File: config.mk
export PLATFORM = sky130hd
export DESIGN_NAME = uart_tx_arb
export DESIGN_NICKNAME = d
export VERILOG_FILES = /design/src/rtl/uart_tx_arb_pkg.sv /design/src/rtl/uart_tx_arb_rr_pick.sv /design/src/rtl/uart_tx_arb.sv
export SDC_FILE = /design/constraint.sdc
export NUM_CORES = 1
export LEC_CHECK = 0
export ABC_AREA = 1
export ABC_CLOCK_PERIOD_IN_PS = 4300
export BUFFER_PORTS_ARGS = -buffer_cell sky130_fd_sc_hd__buf_2
export CAP_MARGIN = 10
export CORE_UTILIZATION = 30
export CTS_CLUSTER_DIAMETER = 100
export DETAILED_ROUTE_END_ITERATION = 7
export GPL_ROUTABILITY_DRIVEN = 1
export GPL_TIMING_DRIVEN = 0
export PLACE_DENSITY = 0.59
export SLEW_MARGIN = 10
export SYNTH_ARGS = -nofsm -noshare
export SYNTH_HDL_FRONTEND = slang
export SYNTH_SLANG_ARGS = --single-unit
File: constraint.sdc
create_clock -name i_clk -period 4.3 [get_ports i_clk]
set_input_delay 0.43 -clock i_clk [delete_from_list [all_inputs] [get_ports i_clk]]
set_output_delay 0.43 -clock i_clk [all_outputs]
set_load 0.03 [all_outputs]
File: src/rtl/uart_tx_arb_pkg.sv
// Shared definitions for the uart_tx arbiter: FSM encoding, status bit
// position and default busy timeout.
package uart_tx_arb_pkg;

    typedef enum logic [1:0] {
        ST_IDLE      = 2'd0,
        ST_ISSUE     = 2'd1,
        ST_WAIT_BUSY = 2'd2,
        ST_WAIT_IDLE = 2'd3
    } arb_state_t;

    localparam int STAT_BUSY_BIT = 0;
    localparam int BUSY_TMO_DEF  = 7;

    // Index width that never collapses to zero bits.
    function automatic int idx_width(input int n);
        return (n > 1) ? $clog2(n) : 1;
    endfunction

endpackage

File: src/rtl/uart_tx_arb_rr_pick.sv
// Combinational round-robin search: the first set request found when
// walking upward from 'start' (wrapping) wins.
module rr_pick
    import uart_tx_arb_pkg::*;
#(
    parameter int N_REQ = 4,
    parameter int IW    = idx_width(N_REQ)
)(
    input  logic [N_REQ-1:0] req,
    input  logic [IW-1:0]    start,
    output logic             any,
    output logic [N_REQ-1:0] grant,
    output logic [IW-1:0]    idx
);

    int            p;
    logic [IW-1:0] pi;

    // Walk the requests from the start index and keep the first hit.
    always_comb begin
        any   = 1'b0;
        grant = '0;
        idx   = '0;
        p     = 0;
        pi    = '0;
        for (int k = 0; k < N_REQ; k++) begin
            p  = (int'(start) + k) % N_REQ;
            pi = IW'(p);
            if (!any && req[pi]) begin
                any       = 1'b1;
                grant[pi] = 1'b1;
                idx       = pi;
            end
        end
    end

endmodule

File: src/rtl/uart_tx_arb.sv
// Round-robin arbiter feeding single bytes from N_REQ requesters into a
// uart_tx slave, waiting for each byte to leave the line before the next.
// Optional feature: define UART_TX_ARB_LOCK_EN to keep arbitration locked
// on one requester until it sends a byte flagged last.
//
// state        | meaning
// -------------+-----------------------------------------------------
// ST_IDLE      | no owner; grant winner when a request is valid and tx idle
// ST_ISSUE     | one-cycle bus write of the owner's byte, ready strobe
// ST_WAIT_BUSY | wait up to BUSY_TMO cycles for the tx active flag to rise
// ST_WAIT_IDLE | byte on the line; wait for tx active flag to fall
module uart_tx_arb
    import uart_tx_arb_pkg::*;
#(
    parameter int N_REQ    = 4,
    parameter int BUSY_TMO = BUSY_TMO_DEF
)(
    input  logic                 i_clk,
    input  logic                 i_reset,
    input  logic [N_REQ-1:0]     i_req_valid,
    input  logic [8*N_REQ-1:0]   i_req_dat,
    input  logic [N_REQ-1:0]     i_req_last,
    output logic [N_REQ-1:0]     o_req_ready,
    output logic                 o_tx_cyc,
    output logic                 o_tx_we,
    output logic [7:0]           o_tx_dat,
    input  logic [7:0]           i_tx_stat,
    output logic [N_REQ-1:0]     o_grant,
    output logic                 o_done,
    output logic                 o_err
);

    localparam int IW = idx_width(N_REQ);
    localparam int TW = idx_width(BUSY_TMO + 1);
    localparam logic [TW-1:0] TMO_LOAD = TW'(BUSY_TMO - 1);
    localparam logic [IW-1:0] IDX_MAX  = IW'(N_REQ - 1);

    arb_state_t        state, state_nxt;
    logic [IW-1:0]     grant_idx_q;
    logic [IW-1:0]     last_idx_q;
    logic [TW-1:0]     tmo_cnt;
    logic [IW-1:0]     start_idx;
    logic [N_REQ-1:0]  req_eff;
    logic              pick_any;
    logic [N_REQ-1:0]  pick_grant;
    logic [IW-1:0]     pick_idx;
    logic              tx_busy;
    logic              issue_ok;
    logic              accept;
    logic              tmo_hit;
    logic              unused_inputs;

    assign tx_busy  = i_tx_stat[STAT_BUSY_BIT];
    // A requester that dropped valid before its ready never gets written.
    assign issue_ok = i_req_valid[grant_idx_q];
    assign accept   = (state == ST_ISSUE) && issue_ok;
    assign tmo_hit  = (state == ST_WAIT_BUSY) && !tx_busy && (tmo_cnt == '0);
    assign start_idx = (last_idx_q == IDX_MAX) ? '0 : last_idx_q + IW'(1);
    assign unused_inputs = &{1'b0, i_req_last, i_tx_stat[7:1]};

`ifdef UART_TX_ARB_LOCK_EN
    logic              lock_q;
    logic [IW-1:0]     lock_idx_q;

    assign req_eff = lock_q ? (i_req_valid & (N_REQ'(1) << lock_idx_q)) : i_req_valid;

    // Lock follows the last flag of each accepted byte; a timeout releases it.
    always_ff @(posedge i_clk) begin
        if (i_reset) begin
            lock_q     <= 1'b0;
            lock_idx_q <= '0;
        end else if (accept) begin
            lock_q     <= !i_req_last[grant_idx_q];
            lock_idx_q <= grant_idx_q;
        end else if (tmo_hit) begin
            lock_q     <= 1'b0;
        end
    end
`else
    assign req_eff = i_req_valid;
`endif

    rr_pick #(.N_REQ(N_REQ), .IW(IW)) u_pick (
        .req   (req_eff),
        .start (start_idx),
        .any   (pick_any),
        .grant (pick_grant),
        .idx   (pick_idx)
    );

    // State register.
    always_ff @(posedge i_clk) begin
        if (i_reset) state <= ST_IDLE;
        else         state <= state_nxt;
    end

    // Next-state decode.
    always_comb begin
        state_nxt = state;
        case (state)
            ST_IDLE:      if (pick_any && !tx_busy) state_nxt = ST_ISSUE;
            ST_ISSUE:     state_nxt = issue_ok ? ST_WAIT_BUSY : ST_IDLE;
            ST_WAIT_BUSY: begin
                if (tx_busy)      state_nxt = ST_WAIT_IDLE;
                else if (tmo_hit) state_nxt = ST_IDLE;
            end
            ST_WAIT_IDLE: if (!tx_busy) state_nxt = ST_IDLE;
            default:      state_nxt = ST_IDLE;
        endcase
    end

    // Bus write and ready strobe, only during an accepted ISSUE cycle.
    always_comb begin
        o_tx_cyc    = accept;
        o_tx_we     = accept;
        o_tx_dat    = accept ? i_req_dat[{grant_idx_q, 3'b000} +: 8] : 8'h00;
        o_req_ready = accept ? o_grant : '0;
    end

    // Owner, round-robin pointer, busy timer and done/err pulses.
    always_ff @(posedge i_clk) begin
        if (i_reset) begin
            o_grant     <= '0;
            grant_idx_q <= '0;
            last_idx_q  <= IDX_MAX;
            tmo_cnt     <= '0;
            o_done      <= 1'b0;
            o_err       <= 1'b0;
        end else begin
            o_done <= (state == ST_WAIT_IDLE) && !tx_busy;
            o_err  <= tmo_hit;
            if (state == ST_IDLE && state_nxt == ST_ISSUE) begin
                o_grant     <= pick_grant;
                grant_idx_q <= pick_idx;
                last_idx_q  <= pick_idx;
            end else if (state != ST_IDLE && state_nxt == ST_IDLE) begin
                o_grant     <= '0;
            end
            if (state == ST_ISSUE)
                tmo_cnt <= TMO_LOAD;
            else if (state == ST_WAIT_BUSY && tmo_cnt != '0)
                tmo_cnt <= tmo_cnt - TW'(1);
        end
    end

endmodule
# After elaboration in Yosys (flattened, before gate mapping)
# Cells that the tools add are included.
# totals
regBits	15
latchBits	0
mem_bits_rw	0
mem_bits_ro	0
input_bits	50
out_inout_bits	20
memories	0
# op_classes
n_addsub	5
multipliers	0
n_div	0
magnitude_cmp	9
eq_ne	5
shifts	1
muxes	43
bitwise	3
reduce_logical	27
# ops
op	n
32-bit by 6-bit variable part select with 8-bit output	1
4-bit two-way mux	7
2-bit two-way mux	10
1-bit logical AND	15
2-bit by 3-bit less-than comparator with 1-bit output, second input constant	5
1-bit two-way mux	13
4-bit bitwise OR	3
1-bit binary-select mux with 2-bit select	5
1-bit demux with 2-bit select	4
2-bit by 1-bit greater-or-equal comparator with 1-bit output, second input constant	4
8-bit two-way mux	1
2-bit case mux with 4 select lines	1
2-bit equality test, second input constant	3
3-bit two-way mux	2
2-bit nonzero test	3
2-bit by 1-bit adder with 2-bit output, second input constant	2
2-bit adder, second input constant	2
2-bit by 1-bit equality test with 1-bit output, second input constant	2
1-bit logical NOT	4
2-bit logical NOT	2
3-bit logical NOT	1
3-bit nonzero test	1
3-bit by 1-bit subtractor with 3-bit output, second input constant	1
2-bit OR reduction	1

# Depth between registers and ports, before layout
# Gate-level depths: netlist of run 1.
# logic_depth
depth_word	21
ltp_mapped	12

# By module
# A second synthesis of run 1 with hierarchy kept.
# hier_totals
cells_unflattened	235
area_unflattened_um2	1493.9
# modules_own_cells
module	n_inst	cells_each	area_per_inst_um2	seq_area_each_um2
uart_tx_arb	1	161	1053.5	300.3
rr_pick	1	74	440.4	0.0

# Worst setup path after synthesis of run 1
# OpenSTA, ideal clock, no wires.
# synth_path
kind	flip-flop to output port
from	register grant_idx_q[0]
to	output port o_tx_we
t_arrival_ns	1.644
required_time_ns	3.870
path_slack_ns	2.226
stages_incl_launch_ff	9
n_path_buf	3
cell_sequence	dfxtp_1 > clkbuf_1 > a21oi_1 > o21ai_0 > nand2_1 > nand2_1 > clkbuf_1 > inv_1 > buf_4
# synth_via
elab_chain_len	3
# synth_lines
element	line	text
start: declaration	uart_tx_arb.sv:39	logic [IW-1:0] grant_idx_q;
start signal: assignment	uart_tx_arb.sv:134	grant_idx_q <= pick_idx;
1-bit binary-select mux with 2-bit select	uart_tx_arb.sv:55	assign issue_ok = i_req_valid[grant_idx_q];
1-bit two-way mux (not written as such)	uart_tx_arb.sv:55	
1-bit logical AND	uart_tx_arb.sv:56	assign accept = (state == ST_ISSUE) && issue_ok;
end: declaration	uart_tx_arb.sv:25	output logic o_tx_we,
# No other way between the ends. The select of a mux whose other input is x is not followed.

# Worst setup path after layout of run 1
# Ends and elaborated chain as after synthesis.

==> metrics.cfg, run 1 <==
[outcome]
outcome=finished, final reports clean

[global_routing]
grt_usage_pct=15.3
grt-ovfl-total=0
grt_start_max_net_pins=12
grt_pass1_vias=1550
antenna_found_initial=0
grt_pass1_wl_um=6460

[critical_path]
crit_family=buffers and inverters
startpoint=grant_idx_q[0]
reg2reg_depth=11
crit_end=o_tx_we
cp_num_buf_inv=5
cp.required_ns=3.87
rrSetupSlack_ns=2.00
crit_arrival_ns=2.27
path_max_fanout=10
cp-start-kind=register
cp_num_cells=9
critPathKind=register to output port
cp_slowest_cell=clkbuf_1
worstPathCellList=clkbuf_1 -> a21oi_1 -> o21ai_0 -> nand2_1 -> nand2_1 -> clkbuf_1 -> inv_1 -> buf_4 -> buf_2
cpPeakStageDelay_ns=0.48
rr_endpoint=o_grant[3]
r2r_start=last_idx_q[0]
cp-end-kind=output port

[sta]
setup_viol=0
hold_viol=0
slew_viol_final=0
period_share_pct=62.8
clock.fmax_ghz=0.371
rsz0062_at_grt=no
hold_ws_ns=0.391
slew_headroom_pct=61.9
tns_ns=0
worstMarginPinSlew_ns=0.572
post-route-min-period_ns=2.70
fin_worst_skew_ns=0.000500

[routing]
via_per_inst=4.80
dr.max_layer_used=met4
wl_per_cell_um=11.1
dr_wl_met2_um=1720
drt-initial-drc-count=60
drc=0
postRouteAntennaNets=0
num_vias=1708
firstDrtPassIters=4
route.layer.met1.wl_um=1930
wl_um=3940
met3WireLength_um=240

[logic_synthesis]
synthDistinctLibCells=28
avgSynthCellArea_um2=6.09
ys_warn_count=0
netlist_instances=240
ys_seq_elements=15
synth_top_area_share_pct=20.5
synth.yosys.seq_area_share_pct=20.5
syn_area_um2=1460
synthTopCellsByArea=dfxtp_1, nor2_1, nand2_1
syn_nets=300
yosys.area.top_type=dfxtp_1

[power]
p_sw_mw=0.595
internal_power_mw=0.481
leakagePower_nw=0.964
combPwrFrac_pct=70.4
pwr-share-clk_pct=10.6
p_sw_share_pct=55.3
vdd_drop_max_mv=0.217
p_per_area_nw_per_um2=577
p_seq_share_pct=19.0

[min_path]
hold_path.class=input pin to register

[die]
start_util_pct=31.2
fp-row-count=25
core-area_um2=4690
ios=70
dieArea_um2=5160
dieWidth_um=71.8
die_y_um=71.8

[clock_tree]
clk_path_buf_depth=2
htree_levels=1
clock_latency_ns=0.25
cts_root_buffer=clkbuf_8
holdBufCountCts=0
cts_made_buffers=3
path_clk_slew_ns=0.06
postCtsSetupBuffers=0
cts_resized=0
cts_sinks=15
cts_tree=yes

[cells_and_area]
n_fill_cell=512
syn_to_final_growth_pct=27.5
diodes=0
drive_gt1_share_pct=28.1
final_cells=356
final_nets=363

[placed_design]
place.gp.congestion=0.793
portBuffers=58
dp_cells=352
post-dp-hpwl_um=3080

[run]
max-cap-violations=0

## flip-flops by register name, indices dropped and copies added (netlist names)
| register | cells |
|---|---|
| grant_idx_q | 2 |
| state | 2 |
| o_grant | 4 |
| o_err | 1 |
| last_idx_q | 2 |
| o_done | 1 |
| tmo_cnt | 3 |
## worst min path at each step
stage	from	to	slack, ns	depth (start not counted)
after global routing	i_reset	tmo_cnt[0]	0.40	2
after CTS	i_reset	tmo_cnt[0]	0.39	2
after global placement	state[0]	o_done	0.47	2
after detailed placement	state[0]	o_done	0.47	2
after floorplan	state[0]	o_done	0.45	2
final	i_reset	tmo_cnt[0]	0.39	2
## per-layer routing
metal | track usage, % | up-vias
met4 | 2.61 | 0
met3 | 2.95 | 7
met1 | 18.8 | 737
met5 | 0 | -
li1 | - | 904
met2 | 27.9 | 60
## Yosys cell counts
master	n
a211oi_1	1
a21oi_1	16
a21oi_2	4
a31oi_1	1
buf_1	1
buf_4	1
buf_6	1
clkbuf_1	5
clkinv_1	1
dfxtp_1	15
ha_1	10
inv_1	32
inv_2	1
inv_4	1
nand2_1	34
nand2_2	5
nand2_4	4
nand3_1	22
nand3_2	4
nand4_1	6
nor2_1	44
nor2_2	1
nor2_4	1
nor3_1	1
nor4_1	1
o211ai_1	2
o211ai_2	1
o21ai_0	24
## power by group through the flow
| stage | Clock (mW) | Combinational [mW] | Sequential (mW) |
|---|---|---|---|
| global route | 0.123 | 0.850 | 0.211 |
| global placement | 0 | 0.749 | 0.207 |
| CTS | 0.117 | 0.759 | 0.205 |
| detailed placement | 0 | 0.754 | 0.208 |
| finish | 0.114 | 0.757 | 0.205 |
| floorplan | 0 | 0.565 | 0.220 |
## cell usage in the layout, fill, tap and decap left out, drive strengths merged
master and count:
nand2 43, nor2 46, o21ai 24, inv 34
a31oi 1, buf 61, a21oi 20, clkbuf 9
clkinv 1, o211ai 3, dfxtp 15, nor3 1
a211oi 1, nor4 1, ha 10, nand4 6
nand3 26
## area by class of cell
| class | instances | area (µm²) | share of cell area, % |
|---|---|---|---|
| clock buffers | 4 | 45.0 | 2.41 |
| repair buffers | 58 | 290 | 15.6 |
| flip-flops and latches | 15 | 300 | 16.1 |
| inverters | 35 | 134 | 7.18 |
| well taps | 54 | 67.6 | 3.62 |
| multi-input cells | 182 | 987 | 52.9 |
| plain buffers | 8 | 41.3 | 2.21 |
## cells by family (layout without fill, tap and decap cells)
| family | Yosys count | count (layout) | share of synthesized area (%) |
|---|---|---|---|
| adder cells (fa/ha/maj) | 10 | 10 | 8.55 |
| AO/OA/AOI/OAI | 49 | 49 | 18.9 |
| AND/OR/NAND/NOR | 123 | 123 | 40.0 |
| buffers and inverters | 43 | 105 | 12.0 |
| flip-flops | 15 | 15 | 20.5 |
## stage by stage
| step | instance area (µm²) | utilization [%] | power [mW] | setup slack, ns |
|---|---|---|---|---|
| 4_1_cts | 1870 | 39.8 | 1.08 | 1.55 |
| 6_report | 1870 | 39.8 | 1.08 | 1.60 |
| 3_5_place_dp | 1820 | 38.8 | 0.962 | 1.82 |
| 5_1_grt | 1870 | 39.8 | 1.18 | 1.35 |
| 3_3_place_gp | 1820 | 38.8 | 0.957 | 1.85 |
| 2_1_floorplan | 1460 | - | 0.785 | 2.23 |
Power figures use the tool's default switching activity.
==> run 2, diff against run 1 <==
--- a/config.mk
+++ b/config.mk
@@ -6,7 +6,7 @@
 export NUM_CORES = 1
 export LEC_CHECK = 0
 export ABC_AREA = 1
-export ABC_CLOCK_PERIOD_IN_PS = 4300
+export ABC_CLOCK_PERIOD_IN_PS = 2350
 export BUFFER_PORTS_ARGS = -buffer_cell sky130_fd_sc_hd__buf_2
 export CAP_MARGIN = 10
 export CORE_UTILIZATION = 30
@@ -14,7 +14,7 @@
 export DETAILED_ROUTE_END_ITERATION = 7
 export GPL_ROUTABILITY_DRIVEN = 1
 export GPL_TIMING_DRIVEN = 0
-export PLACE_DENSITY = 0.59
+export PLACE_DENSITY = 0.61
 export SLEW_MARGIN = 10
 export SYNTH_ARGS = -nofsm -noshare
 export SYNTH_HDL_FRONTEND = slang
==> constraint.sdc (replaced) <==
create_clock -name i_clk -period 2.35 [get_ports i_clk]
set_input_delay 0.235 -clock i_clk [delete_from_list [all_inputs] [get_ports i_clk]]
set_output_delay 0.235 -clock i_clk [all_outputs]
set_load 0.03 [all_outputs]
==> run 2 against run 1 <==
  * Sequential share of layout area about the same
  * Worst setup slack worse by 1.4 ns
  * Combinational power up 82%
  * Via count down 0.70%
  * Register-to-register slack worse by 1.7 ns
  * Critical path type unchanged
  * Utilization up 0.27 points
  * Die area unchanged
  * Highest routed layer unchanged
  * Count of clock-buffer cells in the layout down 1
  * Worst hold slack worse by 0.19 ns
  * Wire length down 1.4%
  * Critical path depth unchanged
  * Sequential cell count unchanged
==> metrics.cfg, run 2 (same netlist as run 1, synthesis figures left out) <==
[sta]
setup_viol=0
post-route-min-period_ns=2.14
final.setup.worst_slack_ns=0.213
slew_headroom_pct=64.9
clock.fmax_ghz=0.468
fin_worst_skew_ns=0.00556
period_share_pct=90.9
hold_ws_ns=0.201
rsz0062_at_grt=no
worstMarginPinSlew_ns=0.527
hold_viol=0
slew_viol_final=0
tns_ns=0

[global_routing]
grt-ovfl-total=0
grt_start_max_net_pins=12
grt_pass1_wl_um=6180
grt_usage_pct=15.0
grt_pass1_vias=1449
antenna_found_initial=0

[clock_tree]
postCtsSetupBuffers=0
clk_path_buf_depth=2
cts_sinks=15
cts_tree=yes
clock_latency_ns=0.25
path_clk_slew_ns=0.06
holdBufCountCts=0
cts_root_buffer=clkbuf_8
htree_levels=1
cts_made_buffers=3

[cells_and_area]
final_cell_mix=buf_2, nor2_1, nand2_1, inv_1, o21ai_0
final_nets=363
stdcell_area_um2=1880
diodes=0
final_util_pct=40.0
n_fill_cell=525
top_register=o_grant
reg_top3=o_grant x4, tmo_cnt x3
largest_reg_flops=4
drive_gt1_share_pct=30.1
syn_to_final_growth_pct=28.4
final_common_cell=buf_2

[power]
leakagePower_nw=0.976
vdd_drop_max_mv=0.424
pwr-share-clk_pct=10.5
combPwrFrac_pct=70.2
p_per_area_nw_per_um2=1040
p_seq_share_pct=19.3
p_sw_share_pct=54.8
internal_power_mw=0.887
p_sw_mw=1.07

[placed_design]
post-dp-hpwl_um=3080
place.gp.congestion=0.787
preCtsSetupSlack_ns=0.0657
dpl-instance-area_um2=1820
portBuffers=58

[routing]
firstDrtPassIters=4
postRouteAntennaNets=0
drc=0
num_vias=1696
wl_per_cell_um=10.9
wl_um=3880
via_per_inst=4.76
drt-initial-drc-count=43

[critical_path]
cp-start-kind=register
crit_arrival_ns=1.90
reg2reg_depth=11
path_max_fanout=10
cp.required_ns=2.12
critPathKind=register to output port
cp-end-kind=output port

[min_path]
hold_path.class=input pin to register
holdPathStages=2

[die]
die_y_um=71.8
ios=70
dieArea_um2=5160
core-area_um2=4690
start_util_pct=31.2
fp-row-count=25
dieWidth_um=71.8

[outcome]
outcome=finished, final reports clean

[run]
max-cap-violations=0

==> run 2: cell count changes in the layout (fill, tap and decap cells not counted) <==
cell	delta
clkbuf_4	+1
dfxtp_1	-1
dfxtp_2	+1
clkbuf_1	-4
clkinvlp_4	+1
clkinv_1	-1
clkbuf_2	+2
clkinv_2	+1
==> run 2: final timing paths <==
kind | startpoint | end | slack (ns)
max | grant_idx_q[1] | o_tx_we | 0.21
min | i_reset | tmo_cnt[0] | 0.20
max reg2reg | last_idx_q[0] | grant_idx_q[0] | 0.27
min reg2reg | state[0] | o_done | 0.49
==> run 2: critical path, cell delays in order (launching register included) <==
cell        delay [ns]
dfxtp_1           0.36
clkinvlp_4        0.20
a21oi_1           0.14
o21ai_0           0.10
nand2_1           0.09
nand2_1           0.15
clkbuf_4          0.25
inv_1             0.09
buf_4             0.10
buf_2             0.18
==> run 2: routing by layer <==
metal | track usage (%) | share of wire, % | vias up
met5 | 0 | 0 | -
met4 | 4.58 | 1.1 | 0
met3 | 2.25 | 8.6 | 4
met2 | 27.1 | 44 | 80
met1 | 18.1 | 46 | 711
li1 | - | - | 901
==> run 2: area by class of cell <==
cell class / instances / area (µm²) / area share, %
well taps: 54 / 67.6 / 3.60
flip-flops and latches: 15 / 302 / 16.1
clock buffers: 3 / 41.3 / 2.20
multi-input cells: 182 / 987 / 52.6
inverters: 35 / 138 / 7.33
plain buffers: 8 / 47.5 / 2.53
clock inverters: 1 / 5.00 / 0.266
repair buffers: 58 / 290 / 15.5
==> run 2: power groups by stage <==
stage                     sequential [mW]  clock [mW]  combinational, mW
after global routing                0.390       0.223               1.55
final                               0.378       0.206               1.38
after floorplan                     0.403           0               1.03
after global placement              0.379           0               1.36
after CTS                           0.375       0.211               1.37
after detailed placement            0.381           0               1.37
==> run 2: through the flow <==
step	power [mW]	instances
after detailed placement	1.75	352
after CTS	1.96	356
after global placement	1.74	352
after global routing	2.16	356
final	1.96	356
after floorplan	1.44	240
==> run 2: timing repair <==
| action | 4_1_cts | 5_1_grt |
|---|---|---|
| setup endpoints to repair | 11 | 22 |
| pin swaps | 0 | 0 |
| gates resized for setup | 1 | 8 |
